$ cat config.mk
export PLATFORM = sky130hd
export DESIGN_NAME = sd_cmd_engine
export DESIGN_NICKNAME = d
export VERILOG_FILES = /design/src/rtl/sd_cmd_engine.sv
export SDC_FILE = /design/constraint.sdc
export NUM_CORES = 1
export LEC_CHECK = 0
export CORE_ASPECT_RATIO = 1.4
export CORE_MARGIN = 2
export CORE_UTILIZATION = 40
export CTS_CLUSTER_SIZE = 24
export DETAILED_ROUTE_END_ITERATION = 7
export SYNTH_ARGS = -nofsm -noshare
export SYNTH_HDL_FRONTEND = slang
export SYNTH_SLANG_ARGS = --single-unit
$ cat constraint.sdc
create_clock -name clk_clk -period 3.4 [get_ports clk_clk]
set_clock_uncertainty 0.05 [all_clocks]
set_input_delay 0.68 -clock clk_clk [delete_from_list [all_inputs] [get_ports clk_clk]]
set_output_delay 0.68 -clock clk_clk [all_outputs]
set_load 0.01 [all_outputs]
$ cat src/rtl/sd_cmd_engine.sv
// SD card CMD-line engine: sends a 48-bit command frame with CRC7 and
// optionally receives a 48-bit or 136-bit response on the CMD pin.
// Optional macro SD_CMD_RESP_CRC_EN enables the response CRC7 check
// (crc_err); when it is undefined crc_err is tied low.
module sd_cmd_engine #(
   parameter int CLK_DIV      = 62,
   parameter int RESP_TIMEOUT = 64
) (
   input  logic         clk_clk,
   input  logic         reset_reset_n,
   input  logic         cmd_start,
   input  logic [5:0]   cmd_index,
   input  logic [31:0]  cmd_arg,
   input  logic [1:0]   resp_type,
   output logic         busy,
   output logic         done,
   output logic [127:0] resp_data,
   output logic         crc_err,
   output logic         timeout,
   output logic         sd_clk,
   output logic         sd_cmd_out,
   output logic         sd_cmd_oe,
   input  logic         sd_cmd_in
);

   typedef enum logic [2:0] {IDLE, SEND, WAIT_RESP, RECV, GAP} state_t;

   function automatic logic [6:0] crc7_step(input logic [6:0] c, input logic b);
      logic fb;
      fb = b ^ c[6];
      return {c[5:0], 1'b0} ^ (fb ? 7'h09 : 7'h00);
   endfunction

   function automatic logic [6:0] crc7_40(input logic [39:0] d);
      logic [6:0] c;
      c = '0;
      for (int i = 39; i >= 0; i--) c = crc7_step(c, d[i]);
      return c;
   endfunction

   state_t         state_q, state_d;
   logic [15:0]    div_q, div_d;
   logic           sd_clk_q, sd_clk_d;
   logic [15:0]    cnt_q, cnt_d;         // bits sent / rises waited / bits received / gap rises
   logic [47:0]    shift_q, shift_d;
   logic [127:1]   rx_q, rx_d;           // response frame bits 127:1 (header and end bit dropped)
   logic           long_q, long_d;
   logic           none_q, none_d;
   logic           to_flag_q, to_flag_d;
   logic           cmd_out_q, cmd_out_d;
   logic           cmd_oe_q, cmd_oe_d;
   logic           done_q, done_d;
   logic [127:0]   resp_data_q, resp_data_d;
   logic           timeout_q, timeout_d;

   logic           rise, fall, accept, pub;
   logic [7:0]     bit_idx;

   assign rise    = (div_q == 16'd0) && !sd_clk_q;
   assign fall    = (div_q == 16'd0) && sd_clk_q;
   assign accept  = (state_q == IDLE) && cmd_start && !done_q;
   assign pub     = (state_q == GAP) && fall && (cnt_q == 16'd8);
   // frame bit position of the bit sampled on this rise while in RECV
   assign bit_idx = (long_q ? 8'd135 : 8'd47) - cnt_q[7:0];

   // clock divider, command/response FSM next state and registered outputs
   always_comb begin
      state_d     = state_q;
      div_d       = (div_q == 16'd0) ? 16'(CLK_DIV) : div_q - 16'd1;
      sd_clk_d    = (div_q == 16'd0) ? ~sd_clk_q : sd_clk_q;
      cnt_d       = cnt_q;
      shift_d     = shift_q;
      rx_d        = rx_q;
      long_d      = long_q;
      none_d      = none_q;
      to_flag_d   = to_flag_q;
      cmd_out_d   = cmd_out_q;
      cmd_oe_d    = cmd_oe_q;
      done_d      = 1'b0;
      resp_data_d = resp_data_q;
      timeout_d   = timeout_q;
      case (state_q)
         IDLE: if (accept) begin
            shift_d   = {2'b01, cmd_index, cmd_arg, crc7_40({2'b01, cmd_index, cmd_arg}), 1'b1};
            long_d    = (resp_type == 2'b10);
            none_d    = (resp_type == 2'b00);
            cnt_d     = '0;
            rx_d      = '0;
            to_flag_d = 1'b0;
            timeout_d = 1'b0;
            state_d   = SEND;
         end
         SEND: if (fall) begin
            if (cnt_q == 16'd48) begin
               // last bit has been held for a full sd_clk period; release the line
               cmd_oe_d  = 1'b0;
               cmd_out_d = 1'b1;
               cnt_d     = '0;
               state_d   = none_q ? GAP : WAIT_RESP;
            end else begin
               cmd_oe_d  = 1'b1;
               cmd_out_d = shift_q[47];
               shift_d   = {shift_q[46:0], 1'b0};
               cnt_d     = cnt_q + 16'd1;
            end
         end
         WAIT_RESP: if (rise) begin
            if (!sd_cmd_in) begin
               cnt_d   = 16'd1;              // start bit counts as received
               state_d = RECV;
            end else if (cnt_q == 16'(RESP_TIMEOUT - 1)) begin
               to_flag_d = 1'b1;
               cnt_d     = '0;
               state_d   = GAP;
            end else begin
               cnt_d = cnt_q + 16'd1;
            end
         end
         RECV: if (rise) begin
            if (bit_idx >= 8'd1 && bit_idx <= 8'd127) rx_d[bit_idx[6:0]] = sd_cmd_in;
            cnt_d = cnt_q + 16'd1;
            if (cnt_q == (long_q ? 16'd135 : 16'd47)) begin
               cnt_d   = '0;
               state_d = GAP;
            end
         end
         GAP: begin
            if (rise && cnt_q < 16'd8) cnt_d = cnt_q + 16'd1;
            if (pub) begin
               done_d      = 1'b1;
               timeout_d   = to_flag_q;
               resp_data_d = long_q ? {rx_q[127:1], 1'b0} : {90'b0, rx_q[45:8]};
               state_d     = IDLE;
            end
         end
         default: state_d = IDLE;
      endcase
   end

   // state and datapath registers; reset aborts any transfer immediately
   always_ff @(posedge clk_clk or negedge reset_reset_n) begin
      if (!reset_reset_n) begin
         state_q     <= IDLE;
         div_q       <= '0;
         sd_clk_q    <= 1'b0;
         cnt_q       <= '0;
         shift_q     <= '0;
         rx_q        <= '0;
         long_q      <= 1'b0;
         none_q      <= 1'b0;
         to_flag_q   <= 1'b0;
         cmd_out_q   <= 1'b1;
         cmd_oe_q    <= 1'b0;
         done_q      <= 1'b0;
         resp_data_q <= '0;
         timeout_q   <= 1'b0;
      end else begin
         state_q     <= state_d;
         div_q       <= div_d;
         sd_clk_q    <= sd_clk_d;
         cnt_q       <= cnt_d;
         shift_q     <= shift_d;
         rx_q        <= rx_d;
         long_q      <= long_d;
         none_q      <= none_d;
         to_flag_q   <= to_flag_d;
         cmd_out_q   <= cmd_out_d;
         cmd_oe_q    <= cmd_oe_d;
         done_q      <= done_d;
         resp_data_q <= resp_data_d;
         timeout_q   <= timeout_d;
      end
   end

`ifdef SD_CMD_RESP_CRC_EN
   logic [6:0] rcrc_q, rcrc_d;
   logic       crc_err_q, crc_err_d;
   logic       rx_in_crc;

   // accumulate CRC over the protected response bits; publish mismatch with done
   always_comb begin
      rcrc_d    = rcrc_q;
      crc_err_d = crc_err_q;
      rx_in_crc = long_q ? (cnt_q >= 16'd8 && cnt_q < 16'd128) : (cnt_q < 16'd40);
      if (accept) begin
         rcrc_d    = '0;
         crc_err_d = 1'b0;
      end else if (state_q == RECV && rise && rx_in_crc) begin
         rcrc_d = crc7_step(rcrc_q, sd_cmd_in);
      end
      // no-response and timeout leave rx and crc at zero, which never mismatch
      if (pub) crc_err_d = (rcrc_q != rx_q[7:1]);
   end

   // response CRC registers
   always_ff @(posedge clk_clk or negedge reset_reset_n) begin
      if (!reset_reset_n) begin
         rcrc_q    <= '0;
         crc_err_q <= 1'b0;
      end else begin
         rcrc_q    <= rcrc_d;
         crc_err_q <= crc_err_d;
      end
   end

   assign crc_err = crc_err_q;
`else
   assign crc_err = 1'b0;
`endif

   assign busy       = (state_q != IDLE);
   assign done       = done_q;
   assign resp_data  = resp_data_q;
   assign timeout    = timeout_q;
   assign sd_clk     = sd_clk_q;
   assign sd_cmd_out = cmd_out_q;
   assign sd_cmd_oe  = cmd_oe_q;

endmodule

==> results of run 1 <==
## critical path, cell delays in order (launching register included)
cell,delay (ns)
dfrtp_1,0.39
inv_1,0.06
ha_1,0.19
or4b_1,0.49
buf_4,0.19
nor4_4,0.47
nand4b_1,0.18
a211oi_2,0.35
inv_2,0.18
or4_1,0.52
o21ai_0,0.09
## how the worst max path moves through the flow
stage                      endpoint  slack [ns]  cells after the start
final                     cnt_q[14]        0.16                     10
after global routing      cnt_q[15]        0.01                     10
after CTS                 cnt_q[15]        0.16                     10
after detailed placement  cnt_q[15]        0.23                     10
after global placement    cnt_q[15]        0.26                     10
after floorplan           rx_q[117]        0.09                     14
## placed cells by master (no fill, tap or decap), types with 3 or more instances in the layout
| master | count |
|---|---|
| o2bb2ai_1 | 3 |
| clkbuf_1 | 4 |
| a22o_1 | 11 |
| nor2_1 | 265 |
| xnor2_1 | 54 |
| nor3b_1 | 4 |
| clkdlybuf4s50_1 | 176 |
| nor4b_1 | 3 |
| o22ai_1 | 4 |
| nor2b_1 | 9 |
| inv_1 | 15 |
| clkbuf_8 | 4 |
| o21ai_1 | 76 |
| a21oi_1 | 78 |
| clkinvlp_4 | 4 |
| nand3_1 | 108 |
| clkbuf_16 | 37 |
| bufinv_16 | 3 |
| clkinv_2 | 7 |
| or2_2 | 3 |
| or3_1 | 11 |
| mux2i_1 | 37 |
| and2_1 | 4 |
| a31oi_1 | 9 |
| ha_1 | 7 |
| nand4_1 | 3 |
| and3_1 | 13 |
| nor3_1 | 90 |
| clkinv_4 | 4 |
| nand2b_1 | 9 |
| xnor3_1 | 3 |
| o211ai_1 | 3 |
| mux2_2 | 3 |
| xor2_1 | 17 |
| buf_12 | 10 |
| nand2_1 | 284 |
| o21ai_0 | 240 |
| dfrtp_1 | 344 |
| or4_1 | 5 |
| buf_4 | 37 |
## flip-flops by register name (all words and copies together) (netlist names), 3 cells and up
register,count
resp_data,128
rx_q,127
shift_q,48
cnt_q,16
div_q,16
state_q,3
## where the power goes
group          total, mW  switching (mW)  internal (mW)
registers           4.13         0.00509           4.12
logic              0.636           0.346          0.289
clock network       4.03            1.71           2.33
total               8.79            2.06           6.74
## per-layer routing
metal	GRT usage [%]	share of wire [%]	wire [um]	up-vias
li1	-	-	-	6694
met2	41.8	53	25900	453
met4	13.1	6.2	3060	0
met1	25.8	37	18100	6805
met3	2.63	4.5	2230	135
met5	0	0	0	-
## cell type report
type / instances / area, sq um
flip-flops and latches: 346 / 8660
multi-input cells: 1396 / 7240
clock buffers: 45 / 996
inverters: 16 / 60.1
well taps: 540 / 676
clock inverters: 19 / 199
repair buffers: 224 / 2250
fillers: 3947 / 20900
## through the flow
stage	std cells	utilization, %	total power [mW]
4_1_cts	2586	49.0	8.89
3_3_place_gp	2522	46.1	4.84
5_1_grt	2586	49.0	9.10
3_5_place_dp	2522	46.1	4.85
6_report	2586	49.0	8.79
2_1_floorplan	1895	-	4.61
## cells by family (layout without fill, tap and decap cells)
logic type	Yosys count	after routing	share of synthesized area [%]
and+or+nand+nor	829	829	22.1
buffers and inverters	153	304	3.73
DFF	346	346	52.6
AOI/OAI and AO/OA	444	444	14.3
adders and majority gates	7	7	0.532
other	1	1	0.0228
muxes	41	41	2.51
xor gates and xnor gates	74	74	4.19
## repair_timing
item	CTS	global route
gates resized for setup	0	1
endpoints found under the hold margin	0	0
endpoints found under the setup margin	0	6
==> key figures, run 1 <==
STA
  • Setup_tns: 0 ns
  • Final hold vios: 0
  • Pins Over Slew Limit: 0
  • Final worst slack: ~0.16 ns
  • Setup Viol. Count Final: 0
  • Min Tclk post-route: ~3.2 ns
  • Fin Hold WS: 0.0618 ns
  • Slew @ Worst Pin: 0.867 ns
  • Tcrit/Tclk final: between 90% and 100%
  • RSZ-0062 raised after global routing: false
  • Slew margin rel.: roughly 42%
  • F_max: roughly 0.31 GHz

Critical path
  • Reg2reg setup slack: approximately 0.16 ns
  • CP Launch Point: div_q[0]
  • Startpoint Class: register
  • Worst EP required: 3.80 ns
  • Crit path arrival time: 3.64 ns
  • CP Class: reg -> reg
  • FF-to-FF Start: div_q[0]
  • Crit Path Max Fanout: 13
  • RR Endpoint: cnt_q[14]
  • Worst R2R Path Depth: 10
  • Crit end category: register

Floorplanning
  • Core footprint: roughly 41000 sq um
  • Starting density of the core: about two fifths
  • Top-Level Pins: between 150 and 200
  • Die width: ~180 um
  • Row count: a little under 90
  • Die height: about 240 um
  • Die area: about 43000 sq um

Cells and area
  • Fin area: around 20000 sq um
  • Area growth, synth to finish: 22.0%
  • Ant. Diodes: 0
  • Share of post-route cells with drive strength above 1: 6.50%
  • Final #Nets: 2071

Logic synthesis
  • Synth Register Bits: around 350
  • Area contributors post-synth: dfrtp_1, o21ai_0, nand2_1
  • Synth top cells by count: dfrtp_1, nand2_1, nor2_1, o21ai_0, clkbuf_1
  • Syn Area/Cell: 8.69 sq um
  • Post-synth EDFFs: 0
  • Most frequent cell after synthesis: dfrtp_1
  • Count of cell types in the netlist: 64
  • Sequential share of the synthesized area: a little over half
  • Netlist Area Pre-Place: between 15000 and 20000 sq um
  • Ys async rst share: 100%
  • YS warnings: 0
  • Cell taking the most area after synthesis: dfrtp_1
  • Top cell type's share of synthesized area: 52.4%
  • Mapped Nets: between 1.5k and 2k
  • Syn Inst Count: between 1.5k and 2k
  • Synth Flop Type: dfrtp_1

CTS
  • Clock buffer depth: 3
  • CTS H-tree depth: 2
  • Setup bufs post-CTS: 0
  • Clock transition at path regs: approximately 0.060 ns
  • Hold_buf cts: 0
  • Latest clock arrival within the worst-skew pair: 0.53 ns
  • CTS tree: built
  • Clk root buf: clkbuf_16
  • CTS buffer count: 36
  • Clock Sinks: 346

Pwr
  • Leak: 8.85 nW
  • Worst VDD drop: about 0.29 mV
  • Pwr Density: ~440 nW/um^2

Placed design
  • Routability Congestion: approximately 0.92
  • Pre-CTS WS: approximately 0.23 ns
  • Area after DPL: ~19000 sq um
  • Buffers on Ports: approximately 180
  • DP HPWL: about 34000 um

GRT
  • GRT overflow: 0
  • Total global-route track usage: approximately 23%
  • Number of global-route vias before repair: between 10k and 15k
  • Initial antenna violation count: 0
  • First-pass GRT wire length: between 70000 and 80000 um
  • Largest net degree at the start of global routing: 128

Route
  • Via count of the routed design: between 10k and 15k
  • Drt total wl: between 40000 and 50000 um
  • 1st-iter DRT viols: 1115
  • Pre-Repair DR Iteration Count: 5
  • Vias per Instance: about 5.4
  • DR DRC count: 0
  • Antenna viol nets, final: 0
  • Avg WL per Cell: roughly 19 um

Outcome
  • Outcome: finished clean

Min path
  • Worst hold path type: in -> async

Flow run
  • Max_cap viols: 0
No activity file was read; power rests on OpenSTA's default activity.
==> run 2: changes to the inputs <==
--- a/config.mk
+++ b/config.mk
@@ -5,9 +5,11 @@
 export SDC_FILE = /design/constraint.sdc
 export NUM_CORES = 1
 export LEC_CHECK = 0
+export ABC_AREA = 1
 export CORE_ASPECT_RATIO = 1.4
 export CORE_MARGIN = 2
 export CORE_UTILIZATION = 40
+export CTS_CLUSTER_DIAMETER = 100
 export CTS_CLUSTER_SIZE = 24
 export DETAILED_ROUTE_END_ITERATION = 7
 export SYNTH_ARGS = -nofsm -noshare
==> run 2 against run 1 <==
  * Clock-buffer cell count fell by 20
  * Synthesized cell count rose by 15%
  * Clock power fell by 39%
  * Maximum frequency rose by 2.7%
  * Cell area rose by 1.3%
  * Die area up 6.0%
  * Wire length shrank 1.0%
  * Largest power group unchanged
==> key figures, run 2 <==
Pwr
  • Worst VDD drop: 0.440 mV (+52%)
  • Leak: 8.82 nW (-0.30%)
  • Pwr Density: 534 nW/um^2 (+22%)

Critical path
  • CP Class: reg -> reg
  • Worst EP required: 3.74 ns (-0.06 ns)
  • Crit end category: register
  • Crit Path Max Fanout: 63 (+50)
  • Startpoint Class: register
  • Crit path arrival time: 3.50 ns (-0.14 ns)

Floorplanning
  • Top-Level Pins: 179 (unchanged)
  • Core footprint: 43100 sq um (+5.3%)
  • Die area: 45400 sq um (+6.0%)
  • Row count: 90 (+2.3%)
  • Die height: 251 um (+3.0%)
  • Starting density of the core: 40.5% (+0.32 points)
  • Die width: 181 um (+2.9%)

GRT
  • First-pass GRT wire length: 77700 um (+0.39%)
  • Largest net degree at the start of global routing: 166 (+30%)
  • Number of global-route vias before repair: 14.5k (+3.3%)
  • Total global-route track usage: 20.8% (-2.1 points)
  • Initial antenna violation count: 0 (unchanged)
  • GRT overflow: 0 (unchanged)

Logic synthesis
  • Syn Area/Cell: 8.02 sq um (-7.8%)
  • Top cell type's share of synthesized area: 49.4% (-3.0 points)
  • YS warnings: 0 (unchanged)
  • Sequential share of the synthesized area: 49.5% (-3.0 points)
  • Most frequent cell after synthesis: nand2_1
  • Count of cell types in the netlist: 46 (-28%)
  • Cell taking the most area after synthesis: dfrtp_1
  • Area contributors post-synth: dfrtp_1, nand2_1, o21ai_0
  • Netlist Area Pre-Place: 17500 sq um (+6.1%)
  • Synth Register Bits: 346 (unchanged)
  • Mapped Nets: 2231 (+15%)
  • Post-synth EDFFs: 0 (unchanged)
  • Synth top cells by count: nand2_1, dfrtp_1, o21ai_0, inv_1, nor2_1
  • Ys async rst share: 100% (unchanged)
  • Syn Inst Count: 2180 (+15%)
  • Synth Flop Type: dfrtp_1

Route
  • 1st-iter DRT viols: 1157 (+3.8%)
  • Vias per Instance: 5.27 (-3.2%)
  • Pre-Repair DR Iteration Count: 5 (unchanged)
  • Antenna viol nets, final: 0 (unchanged)
  • DR DRC count: 0 (unchanged)
  • Avg WL per Cell: 17.2 um (-9.9%)
  • Drt total wl: 48700 um (-1.0%)
  • Via count of the routed design: 15.0k (+6.3%)

CTS
  • Clock transition at path regs: 0.10 ns (+0.04 ns)
  • Hold_buf cts: 0 (unchanged)
  • CTS tree: built
  • CTS H-tree depth: 1 (-1)
  • Clock Sinks: 346 (unchanged)
  • Latest clock arrival within the worst-skew pair: 0.55 ns (+0.02 ns)
  • Clock buffer depth: 3 (unchanged)
  • Clk root buf: clkbuf_16
  • CTS buffer count: 18 (-50%)

Cells and area
  • Final #Nets: 2332 (+13%)
  • Total of fill cells in the finished design: 4218 (+6.9%)
  • Max reg flops: 128 (unchanged)
  • Most frequent cells in the layout: nand2_1, dfrtp_1, o21ai_0, inv_1, clkdlybuf4s50_1
  • Ant. Diodes: 0 (unchanged)
  • Leading cell type in the layout, fill and taps excluded: nand2_1
  • Finished Core Util: 47.2% (-1.9 points)
  • Share of post-route cells with drive strength above 1: 5.16% (-1.3 points)
  • Area growth, synth to finish: 16.4%

STA
  • Setup_tns: 0 ns (unchanged)
  • Setup Viol. Count Final: 0 (unchanged)
  • RSZ-0062 raised after global routing: false
  • Pins Over Slew Limit: 0 (unchanged)
  • Final worst slack: 0.243 ns (+0.0845 ns)
  • Final hold vios: 0 (unchanged)
  • Min Tclk post-route: 3.16 ns (-0.0845 ns)
  • F_max: 0.317 GHz (+2.7%)
  • Slew @ Worst Pin: 1.18 ns (+0.318 ns)
  • Tcrit/Tclk final: 92.9% (-2.5 points)
  • Slew margin rel.: 21.0% (-21 points)

Placed design
  • Buffers on Ports: 177 (unchanged)
  • DP HPWL: 31400 um (-8.6%)
  • Routability Congestion: 0.868 (-5.5%)
  • Pre-CTS WS: -0.150 ns (-0.381 ns)

Flow run
  • Max_cap viols: 0 (unchanged)

Min path
  • Worst hold path type: in -> async

Outcome
  • Outcome: finished clean
run 2: kinds of logic (layout without fill, tap and decap cells):
group	after synthesis	in the layout	share of synthesized area [%]
xor gates and xnor gates	18	18	0.902
other	1	1	0.0215
adders and majority gates	7	7	0.501
buffers and inverters	324	432	7.39
muxes	37	37	2.12
DFF	346	346	49.5
and+or+nand+nor	947	947	21.7
AOI/OAI and AO/OA	500	500	17.9
run 2: area by class of cell:
cell class	count	area (sq um)	share of cell area (%)
sequential	346	8660	42.6
multi-input combinational	1510	7580	37.2
timing repair buffer	221	2220	10.9
inverter	184	691	3.39
tap	552	691	3.39
clock buffer	25	498	2.45
clock inverter	2	18.8	0.0922
run 2: final timing paths:
check	to	startpoint	slack [ns]	cells after the start
hold reg to reg	div_q[0]	div_q[0]	0.37	1
setup / recovery	rx_q[83]	long_q	0.24	17
hold / removal	resp_data[1]	reset_reset_n	0.07	1
setup reg to reg	rx_q[83]	long_q	0.24	17
max in group asynchronous	resp_data[84]	reset_reset_n	2.22	2
min in group clk_clk	div_q[0]	div_q[0]	0.37	1
run 2: power breakdown:
group          switching, mW  internal [mW]  total (mW)  leakage (nW)
sequential             0.150           4.37        4.52          4.63
clock                   1.41           1.04        2.45         0.247
combinational           2.78           1.12        3.90          3.95
total                   4.34           6.53        10.9          8.82
run 2: worst max-delay path, cell delays in order (launching register included):
cell and delay, ns:
dfrtp_4 0.50, inv_1 0.13, ha_1 0.29, nand2_1 0.11, o21ai_1 0.07, or2_2 0.27
nand2_1 0.11, inv_1 0.06, nor2_1 0.08, inv_1 0.08, nor2_1 0.09, inv_1 0.07
nor3_2 0.20, o41ai_4 0.08, buf_4 0.17, nand3_4 0.12, clkbuf_16 0.39, o31ai_1 0.10
run 2: what timing repair did:
item	CTS	global route
endpoints found under the hold margin	0	0
gates resized for setup	0	3
setup endpoints to repair	0	127
setup buffers	0	1
run 2: routing by layer:
metal	GRT usage (%)	share of wire, %	vias to the layer above
met2	35.9	50	353
met4	6.64	2.8	0
met5	0	0	-
met3	2.84	4.7	77
li1	-	-	7357
met1	27.1	43	7185
run 2: metrics by stage:
stage	hold slack (ns)	power, mW	area, sq um	instances
after floorplan	0.334	7.32	17500	2180
after global placement	0.367	8.41	19800	2810
after detailed placement	0.363	8.47	19800	2810
after CTS	0.0847	10.9	20300	2837
after global routing	0.113	11.6	20400	2840
final	0.0657	10.9	20400	2840
==> run 3: changes to the inputs <==
--- a/config.mk
+++ b/config.mk
@@ -8,7 +8,7 @@
 export ABC_AREA = 1
 export CORE_ASPECT_RATIO = 1.4
 export CORE_MARGIN = 2
-export CORE_UTILIZATION = 40
+export CORE_UTILIZATION = 27
 export CTS_CLUSTER_DIAMETER = 100
 export CTS_CLUSTER_SIZE = 24
 export DETAILED_ROUTE_END_ITERATION = 7
==> run 3 against run 2 <==
  * Critical path depth up 1
  * Critical path type unchanged
  * Clock power up 3%
  * Register-to-register slack better by 0.04 ns
  * Largest cell class unchanged
  * Flip-flop and latch count unchanged
  * Critical endpoint is now rx_q[85]
  * Wire length up 3.9%
  * Cell area up 3.4%
==> key figures, run 3 (synthesis gave the netlist of run 2 again) <==
Critical path
  • RR Endpoint: rx_q[85]
  • CP Class: reg -> reg
  • Worst EP required: 3.81 ns (+0.07 ns)
  • Startpoint Class: register
  • Worst R2R Path Depth: 18 (+1)
  • FF-to-FF Start: long_q
  • Reg2reg setup slack: 0.28 ns (+0.04 ns)
  • Crit end category: register
  • Crit path arrival time: 3.53 ns (+0.03 ns)
  • Crit Path Max Fanout: 27 (-57%)

STA
  • Min Tclk post-route: 3.12 ns (-0.0361 ns)
  • F_max: 0.320 GHz (+1.2%)
  • Tcrit/Tclk final: 91.8% (-1.1 points)
  • Setup_tns: 0 ns (unchanged)
  • Pins Over Slew Limit: 0 (unchanged)
  • Setup Viol. Count Final: 0 (unchanged)
  • Slew @ Worst Pin: 1.28 ns (+0.0933 ns)
  • Final hold vios: 0 (unchanged)
  • Slew margin rel.: 14.8% (-6.2 points)

Floorplanning
  • Die height: 305 um (+21%)
  • Die width: 219 um (+21%)
  • Top-Level Pins: 179 (unchanged)
  • Row count: 110 (+22%)
  • Starting density of the core: 27.3% (-13 points)
  • Core footprint: 64100 sq um (+49%)
  • Die area: 66800 sq um (+47%)

Cells and area
  • Leading cell type in the layout, fill and taps excluded: nand2_1
  • Ant. Diodes: 0 (unchanged)
  • Max reg flops: 128 (unchanged)
  • Finished Core Util: 32.8% (-14 points)
  • Final #Nets: 2346 (+0.60%)
  • Most frequent cells in the layout: nand2_1, dfrtp_1, o21ai_0, inv_1, clkdlybuf4s50_1
  • Share of post-route cells with drive strength above 1: 5.91% (+0.75 points)
  • Area growth, synth to finish: 20.4%

Flow run
  • Max_cap viols: 0 (unchanged)

Pwr
  • Pwr Density: 527 nW/um^2 (-1.3%)
  • Worst VDD drop: 0.299 mV (-32%)
  • Power Total: 11.1 mW (+2.0%)
  • Leak: 8.98 nW (+1.8%)

Route
  • Via count of the routed design: 14.8k (-1.1%)
  • Vias per Instance: 4.71 (-11%)
  • DR DRC count: 0 (unchanged)
  • Antenna viol nets, final: 0 (unchanged)
  • Drt total wl: 50700 um (+3.9%)
  • Pre-Repair DR Iteration Count: 5 (unchanged)
  • Avg WL per Cell: 16.1 um (-6.1%)
  • 1st-iter DRT viols: 984 (-15%)

CTS
  • Clock transition at path regs: 0.11 ns (about the same)
  • Latest clock arrival within the worst-skew pair: 0.55 ns (about the same)
  • Clock buffer depth: 3 (unchanged)
  • Clock Sinks: 346 (unchanged)
  • CTS buffer count: 18 (unchanged)
  • CTS H-tree depth: 1 (unchanged)
  • Clk root buf: clkbuf_16
  • CTS tree: built

Placed design
  • Routability Congestion: 0.855 (-1.6%)
  • Buffers on Ports: 177 (unchanged)
  • DP HPWL: 33700 um (+7.4%)

GRT
  • Total global-route track usage: 14.8% (-6.1 points)
  • Initial antenna violation count: 2 (+2)
  • GRT overflow: 0 (unchanged)
  • Number of global-route vias before repair: 14.3k (-1.6%)
  • Largest net degree at the start of global routing: 129 (-22%)
  • First-pass GRT wire length: 79900 um (+2.8%)

Min path
  • Worst hold path type: in -> async

Outcome
  • Outcome: finished clean
-- run 3: cell count changes in the layout (fill, tap and decap cells not counted), sizes merged --
cell / change
inv: -1
bufinv: +1
clkbuf: +2
buf: +13
-- run 3: area by class of cell --
cell class | count | area (sq um)
Tap cell | 840 | 1050
Fill cell | 6778 | 43100
Clock buffer | 26 | 502
Timing Repair Buffer | 235 | 2480
Inverter | 184 | 694
Multi-Input combinational cell | 1510 | 7610
Clock inverter | 2 | 41.3
Sequential cell | 346 | 8660
-- run 3: per-layer routing --
metal | global-route usage (%) | vias to the layer above | part of all wire (%)
met2 | 25.7 | 304 | 50
li1 | - | 7390 | -
met5 | 0 | - | 0.059
met4 | 4.13 | 4 | 2.5
met3 | 2.12 | 59 | 4.3
met1 | 18.9 | 7045 | 43
-- run 3: where the power goes --
group | total, mW | switching, mW | internal (mW)
sequential | 4.52 | 0.153 | 4.37
combinational | 4.04 | 2.82 | 1.22
clock | 2.53 | 1.41 | 1.12
total | 11.1 | 4.38 | 6.71
-- run 3: worst max path at each step --
| stage | start | to | slack, ns | cells after the start |
|---|---|---|---|---|
| after floorplan | long_q | rx_q[120] | 0.13 | 21 |
| after global placement | cmd_index[3] | shift_q[4] | -0.09 | 27 |
| after detailed placement | cmd_index[4] | shift_q[6] | -0.13 | 22 |
| after CTS | long_q | rx_q[20] | 0.05 | 16 |
| after global routing | long_q | rx_q[40] | -0.02 | 18 |
| final | long_q | rx_q[85] | 0.28 | 18 |
-- run 3: metrics by stage --
step / cell area (sq um) / hold WS [ns] / std cells / setup slack (ns)
3_5_place_dp: 20300 / 0.389 / 3106 / -0.133
2_1_floorplan: 17500 / 0.334 / 2180 / 0.125
4_1_cts: 20800 / 0.0358 / 3134 / 0.0455
6_report: 21000 / 0.00787 / 3143 / 0.279
3_3_place_gp: 20300 / 0.363 / 3106 / -0.0903
5_1_grt: 21000 / 0.0317 / 3143 / -0.0203
-- run 3: timing repair --
| action | CTS | global route |
|---|---|---|
| setup endpoints to repair | 0 | 127 |
| setup buffers | 0 | 5 |
| gates resized for setup | 0 | 7 |
| hold buffers | 0 | 0 |
-- run 3: critical path: stages (launching register included) --
cell and delay [ns]:
dfrtp_4 0.46, clkinvlp_4 0.13, ha_4 0.30, nand2_1 0.08, o21ai_1 0.15, or2_2 0.13, nand2_1 0.06, inv_1 0.07
nor2_1 0.05, inv_1 0.11, nor2_1 0.05, inv_1 0.08, nor3_2 0.06, o41ai_4 0.34, buf_4 0.19, nand3_4 0.09
buf_12 0.21, clkbuf_16 0.21, o31ai_1 0.22
